`src/rtl/fft_sample_fetcher.sv`:
```
// Read-side master for the sample RAM cache port: fetches one frame of 2^LOG2N samples
// (bit-reversed or linear order) and streams them out with valid/ready backpressure.
module fft_sample_fetcher #(
  parameter int unsigned LOG2N   = 3,
  parameter int unsigned ADR_W   = 12,
  parameter int unsigned DATA_W  = 16,
  parameter int unsigned BIT_REV = 1
) (
  input  logic              clk,
  input  logic              rst,
  input  logic              start,
  input  logic [ADR_W-1:0]  base_adr,
  output logic              busy,
  output logic              done,
  output logic              ram_rd_en,
  output logic [ADR_W-1:0]  ram_rd_adr,
  input  logic [DATA_W-1:0] ram_rd_data,
  output logic [DATA_W-1:0] s_data,
  output logic              s_valid,
  input  logic              s_ready,
  output logic              s_last
);

  localparam int unsigned N = 1 << LOG2N;

  typedef enum logic [1:0] {StIdle, StFetch, StDrain, StDone} state_e;

  state_e             state_q, state_d;
  logic [LOG2N-1:0]   idx_q, idx_d;
  logic [ADR_W-1:0]   base_q, base_d;
  logic               inflight_q, inflight_last_q;
  logic [DATA_W-1:0]  fifo_data_q [2];
  logic               fifo_last_q [2];
  logic               wr_ptr_q, rd_ptr_q;
  logic [1:0]         cnt_q;

  logic               pop, issue, last_issue, head_last;
  logic [2:0]         occ;
  logic [LOG2N-1:0]   off;

  function automatic logic [LOG2N-1:0] bitrev(input logic [LOG2N-1:0] v);
    logic [LOG2N-1:0] r;
    for (int i = 0; i < int'(LOG2N); i++) r[i] = v[int'(LOG2N)-1-i];
    return r;
  endfunction

  assign s_valid   = (cnt_q != 2'd0);
  assign pop       = s_valid & s_ready;
  assign head_last = fifo_last_q[rd_ptr_q];
  // Credit: buffered + in-flight entries after this cycle's pop must leave room for one more.
  assign occ        = 3'(cnt_q) + 3'(inflight_q) - 3'(pop);
  assign issue      = (state_q == StFetch) && (occ < 3'd2);
  assign last_issue = issue && (idx_q == LOG2N'(N - 1));
  assign off        = (BIT_REV != 0) ? bitrev(idx_q) : idx_q;

  assign ram_rd_en  = issue;
  assign ram_rd_adr = issue ? (base_q + ADR_W'(off)) : '0;
  assign busy       = (state_q != StIdle);
  assign done       = (state_q == StDone);
  assign s_data     = s_valid ? fifo_data_q[rd_ptr_q] : '0;
  assign s_last     = s_valid & head_last;

  always_comb begin
    state_d = state_q;
    idx_d   = idx_q;
    base_d  = base_q;
    unique case (state_q)
      StIdle: begin
        if (start) begin
          state_d = StFetch;
          idx_d   = '0;
          base_d  = base_adr;
        end
      end
      StFetch: begin
        if (issue) begin
          idx_d = idx_q + 1'b1;
          if (last_issue) state_d = StDrain;
        end
      end
      StDrain: begin
        if (pop && head_last) state_d = StDone;
      end
      StDone: state_d = StIdle;
    endcase
  end

  always_ff @(posedge clk or posedge rst) begin
    if (rst) begin
      state_q         <= StIdle;
      idx_q           <= '0;
      base_q          <= '0;
      inflight_q      <= 1'b0;
      inflight_last_q <= 1'b0;
    end else begin
      state_q         <= state_d;
      idx_q           <= idx_d;
      base_q          <= base_d;
      inflight_q      <= issue;
      inflight_last_q <= last_issue;
    end
  end

  // Returning RAM data is pushed the cycle after its read; the credit rule guarantees space.
  always_ff @(posedge clk or posedge rst) begin
    if (rst) begin
      for (int i = 0; i < 2; i++) begin
        fifo_data_q[i] <= '0;
        fifo_last_q[i] <= 1'b0;
      end
      wr_ptr_q <= 1'b0;
      rd_ptr_q <= 1'b0;
      cnt_q    <= 2'd0;
    end else begin
      if (inflight_q) begin
        fifo_data_q[wr_ptr_q] <= ram_rd_data;
        fifo_last_q[wr_ptr_q] <= inflight_last_q;
        wr_ptr_q              <= ~wr_ptr_q;
      end
      if (pop) rd_ptr_q <= ~rd_ptr_q;
      cnt_q <= cnt_q + 2'(inflight_q) - 2'(pop);
    end
  end

endmodule

```
`config.mk`:
```
export PLATFORM = sky130hd
export DESIGN_NAME = fft_sample_fetcher
export DESIGN_NICKNAME = d
export VERILOG_FILES = /design/src/rtl/fft_sample_fetcher.sv
export SDC_FILE = /design/constraint.sdc
export NUM_CORES = 1
export LEC_CHECK = 0
export ABC_AREA = 1
export CAP_MARGIN = 20
export CORE_MARGIN = 2
export CORE_UTILIZATION = 40
export CTS_CLUSTER_DIAMETER = 40
export DETAILED_ROUTE_END_ITERATION = 7
export HOLD_SLACK_MARGIN = 0.05
export PLACE_DENSITY = 0.66
export SYNTH_ARGS = -nofsm -noshare
export SYNTH_HDL_FRONTEND = slang
export SYNTH_SLANG_ARGS = --single-unit
```
`constraint.sdc`:
```
create_clock -name clk -period 3.4 [get_ports clk]
set_clock_uncertainty 0.05 [all_clocks]
set_input_delay 0.51 -clock clk [delete_from_list [all_inputs] [get_ports clk]]
set_output_delay 0.51 -clock clk [all_outputs]
set_load 0.005 [all_outputs]
```
* Word-level counts from Yosys, hierarchy flattened
Cells that the tools add are included.
** Operators by class
- Muxes and demuxes :: 22
- Reduce and logical (&&, ||, !) cells :: 11
- Equality and inequality tests :: 8
- $add $sub $neg :: 6
- Bitwise logic cells :: 6
- Order comparisons :: 4
** Operators by type and width (count)
- $mux W16 :: 5
- $bwmux W32 :: 1
- $demux W16 S1 :: 1
- $add A12 B3 Y12 :: 1
- $mux W12 :: 1
- $mux W2 :: 4
- $ne A2 B2 Y1 const B :: 4
- $pmux W2 S4 :: 1
- $mux W3 :: 2
- $pmux W3 S2 :: 1
- $reduce_bool A2 Y1 :: 3
- $eq A2 B2 Y1 const B :: 2
- $ge A2 B2 Y1 const B :: 2
- $logic_and A1 B1 Y1 :: 4
- $mux W1 :: 4
- $not A1 Y2 :: 2
- $reduce_and A4 Y1 :: 1
- $add A2 B1 Y3 :: 1
- $add A3 B1 Y3 const B :: 1
- $eq A3 B3 Y1 const B :: 1
- $lt A3 B2 Y1 const B :: 1
- $reduce_and A3 Y1 :: 1
- $sub A3 B1 Y3 :: 1
- $add A2 B1 Y2 :: 1
- other kinds (9) :: 11
** Storage, ports and cells
- Output and inout port bits :: 33
- Flip-flop bits (word level) :: 57
- Word-level logic and storage cells :: 69
- Input bits :: 32

* Longest topological paths before layout
Gate-level depths: netlist of the first run.
- Depth in word-level cells :: 9
- Gate-level depth with buffers :: 15
- Gate-level depth less buffers :: 15

* Worst setup path before layout of the first run
Ideal clock, no wire load.
- Path type :: reg2out
- Start point :: register cnt_q[1]
- End point :: output ram_rd_adr[8]
- Cell stages (with the launch flop) :: 12
- Path buffers :: 0
- Arrival time :: 2.201 ns
- Setup slack :: 0.639 ns
- Data required time :: 2.840 ns
- Cell sequence :: dfrtp_1 -> nor2_4 -> nor2_4 -> ha_1 -> inv_1 -> ha_1 -> fa_1 -> inv_1 -> nand3_4 -> nor2_8 -> inv_4 -> nor3_2
** Between the ends
- Word-level cells in the longest chain between the ends :: 6
- Elaborated cells on any way between the ends :: 7
- Those cells by class :: 2 x add/sub; 1 x order compare; 1 x mux; 1 x bitwise; 2 x reduce/logical
** Ends and longest elaborated chain
- from (decl) :: line 35 : logic [1:0] cnt_q;
- from (signal assigned) :: line 121 : cnt_q <= cnt_q + 2'(inflight_q) - 2'(pop);
- $reduce_bool A2 Y1 :: line 47 : assign s_valid = (cnt_q != 2'd0);
- $and A1 B1 Y1 :: line 48 : assign pop = s_valid & s_ready;
- net pop :: line 37 : logic pop, issue, last_issue, head_last;
- $sub A3 B1 Y3 :: line 51 : assign occ = 3'(cnt_q) + 3'(inflight_q) - 3'(pop);
- net occ[1] :: line 38 : logic [2:0] occ;
- $lt A3 B2 Y1 :: line 52 : assign issue = (state_q == StFetch) && (occ < 3'd2);
- $logic_and A1 B1 Y1 :: line 52
- net ram_rd_en :: line 15 : output logic ram_rd_en,
- $mux W12 :: line 57 : assign ram_rd_adr = issue ? (base_q + ADR_W'(off)) : '0;
- to (decl) :: line 16 : output logic [ADR_W-1:0] ram_rd_adr,
The timed path passes the listed nets, and every way through them passes these cells.

* Final worst setup path of the first run
- Start point :: register cnt_q[1]
- End point :: output ram_rd_adr[8]
** Between the ends
- Word-level cells in the longest chain between the ends :: 6
- Elaborated cells on any way between the ends :: 7
- Those cells by class :: 2 x add/sub; 1 x order compare; 1 x mux; 1 x bitwise; 2 x reduce/logical
** Ends and longest elaborated chain (line)
- $reduce_bool A2 Y1 :: 47
- $and A1 B1 Y1 :: 48
- net pop :: 37
- $sub A3 B1 Y3 :: 51
- net occ[1] :: 38
- $lt A3 B2 Y1 :: 52
- $logic_and A1 B1 Y1 :: 52
- $mux W12 :: 57
The timed path passes the listed nets, and every way through them passes these cells.

==> flow_summary_export.csv, run 1 <==
group,metric,value,unit
run_status,status,"complete, no violations",
sta,drv_slew,0,
clock_tree,cts_buffer_depth,2,
global_routing,grt_max_degree,36,
power,finalPower,3720,uW
global_routing,grt_overflow,0,
layout,nets,476,
clock_tree,clock_sinks,57,
route,routedWlPerCell,12.3,microns
global_routing,grt_pass1_wl,10900,microns
clock_tree,insertion_delay,320,ps
place,pre_cts_ws,-325,ps
logic_synthesis,syn_nets,396,
global_routing,grt_antenna_before_repair,0,
place,dp.cells,508,
logic_synthesis,synth-edff-count,0,
logic_synthesis,synthArstFlopShare,1.00,
route,drtPass1Iterations,5,
logic_synthesis,synth_cell_type_count,28,
critical_path,crit_type,"reg -> out",
logic_synthesis,netlist_top_cells_area,"dfrtp_1 (49%), nand2_1 (13%), o21ai_0 (6.3%), inv_1 (5.4%), ha_1 (5.1%)",
logic_synthesis,syn_area,2930,sq um
route,ant_nets,0,
floorplan,die_area,8030,sq um
clock_tree,cts.clk_slew.worst_paths,70,ps
layout,finalNonFillerCells,533,
sta,setup_viol,0,
critical_path,cp_data_arrival_time,2700,ps
critical_path,crit_path_start_kind,"flip-flop",
layout,diodes,0,
sta,fmax,307,MHz
logic_synthesis,syn_avg_cell_area,8.38,sq um
sta,relSlewSlack,0.358,
min_path,hp-class,"in -> async",
logic_synthesis,yosysTopAreaCell,"dfrtp_1",
critical_path,crit_path_max_fanout,7,
power,p_leak,0.00201,uW
route,drc_errors,0,
clock_tree,hold_buffers,0,
floorplan,start_util,0.409,
logic_synthesis,synth_top_area_frac,0.487,
clock_tree,cts_tree,"done",
logic_synthesis,synthTopCellsByCount,"nand2_1 (104), dfrtp_1 (57), inv_1 (42)",
power,vdd_ir_drop_max,450,uV
sta,worst_pin_slew,960,ps
sta,setup_tns,0,ps
power,p_per_area,932,nW/um^2
place,hpwlAfterDp,4530,microns
route,via_count,2469,
floorplan,io_pins,65,
global_routing,grt_pass1_vias,2352,
clock_tree,htree_levels,3,
logic_synthesis,yosysMostFrequentCell,"nand2_1",
job,drv_cap,0,
sta,setup_ws,144,ps
critical_path,end_kind,"output port",
logic_synthesis,synth_flop_cell,"dfrtp_1",
logic_synthesis,synth_cells,350,
logic_synthesis,yosysWarnings,0,
sta,finalHoldViolCount,0,
floorplan,rows,31,
floorplan,die_w,89.6,microns
route,wirelength,6560,microns
route,viasPerCell,4.63,
logic_synthesis,synth_seq_cells,57,
layout,syn_to_final_growth,36.0,%
clock_tree,cts-root-buf,"clkbuf_8",
sta,period_needed,3260,ps
critical_path,cp_data_required_time,2840,ps
route,drt_iter0_markers,112,
global_routing,grt_util_all_layers,0.177,
layout,drive_gt1_frac,0.143,
place,io_buffers,64,
place,globalplace.congestion,0.838,
floorplan,core,7180,sq um
clock_tree,cts-buffers-inserted,9,
logic_synthesis,ys_seq_area_frac,0.487,
floorplan,die_h,89.6,microns
sta,period_share,0.958,
sta,rsz0062_at_grt,"no",
## sequential cells by signal (all words and copies together) (netlist names)
name             flops
base_q              12
cnt_q                2
fifo_data_q         32
fifo_last_q          2
idx_q                3
inflight_last_q      1
inflight_q           1
rd_ptr_q             1
state_q              2
wr_ptr_q             1
## worst max-delay path, stage by stage, from the launching register on
cell and delay [ps]:
dfrtp_1 410, nor2_4 150, nor2_4 50, ha_4 250, inv_1 40, ha_2 160
fa_1 460, inv_2 80, nand3_4 120, nor2_8 170, inv_4 70, nor3_2 160
dlygate4sd2_1 250
## cell type report
cell class	instances	area (sq um)
repair buffers	80	762
clock buffers	12	155
multi-input cells	237	1310
flip-flops and latches	57	1430
fillers	689	3190
inverters	45	173
well taps	99	124
clock inverters	3	40.0
## worst paths after layout
kind,from,to,slack (ps),cells past startpoint
worst min register to register,fifo_last_q[0],fifo_last_q[0],440,2
worst max-delay path,cnt_q[1],ram_rd_adr[8],140,12
worst min-delay path,rst,fifo_data_q[19],420,2
min in group clk,fifo_last_q[0],fifo_last_q[0],440,2
worst max register to register,cnt_q[1],idx_q[1],950,15
max in group asynchronous,rst,fifo_data_q[1],2280,3
## timing repair
action,in CTS,in global routing
gates resized for setup,25,3
pin swaps,6,5
gates cloned,1,0
setup buffers,8,1
setup endpoints to repair,13,8
## metal layers
metal | track usage | vias to the layer above | wire length, microns
met1 | 0.238 | 1120 | 3030
met4 | 0.0692 | 0 | 89
met5 | 0 | - | 0
met2 | 0.277 | 75 | 3040
met3 | 0.0420 | 10 | 400
li1 | - | 1264 | -
## cells in the final DEF (no fill, tap or decap)
cell / n
a21oi_1: 27
a21oi_2: 1
buf_16: 1
buf_2: 2
buf_4: 15
bufinv_16: 1
clkbuf_1: 1
clkbuf_8: 11
clkdlybuf4s15_2: 1
clkdlybuf4s50_1: 50
clkinv_2: 3
dfrtp_1: 57
dlygate4sd2_1: 10
dlymetal6s2s_1: 1
fa_1: 2
ha_1: 10
ha_2: 1
ha_4: 1
inv_1: 39
inv_2: 4
inv_4: 1
mux2_2: 9
nand2_1: 103
nand2_2: 2
nand3_1: 8
nand3_4: 1
nor2_1: 20
nor2_4: 4
nor2_8: 1
nor3_1: 2
nor3_2: 1
o21ai_0: 36
o21ai_1: 2
o21bai_2: 1
or2_1: 1
or2_2: 1
xnor2_1: 1
xor2_1: 2
## where the power goes
part / leakage, uW / switching (uW) / internal [uW]
Clock: 0.000102 / 254 / 372
Sequential: 0.000690 / 221 / 1000
Combinational: 0.00121 / 928 / 939
Total: 0.00201 / 1400 / 2310
## through the flow
stage	hold WS, ps	utilization	cell area (sq um)
after detailed placement	423	0.515	3690
after CTS	428	0.553	3970
after floorplan	403	-	2930
final	418	0.556	3990
after global placement	417	0.515	3690
after global routing	450	0.556	3990
## kinds of logic after synthesis
kind of cell	count (synthesis)	synth area share
xor gates and xnor gates	3	0.00896
DFF	57	0.487
and+or+nand+nor	143	0.210
AOI/OAI and AO/OA	67	0.118
muxes	9	0.0346
buffers and inverters	57	0.0772
adders and majority gates	14	0.0649
(Power assumes the default switching activity.)
==> run 2: changes to the inputs <==
HOLD_SLACK_MARGIN = default   (was 0.05)
==> results of run 2 <==
Same layout as run 1: the final DEF is identical, and so are final timing and power.
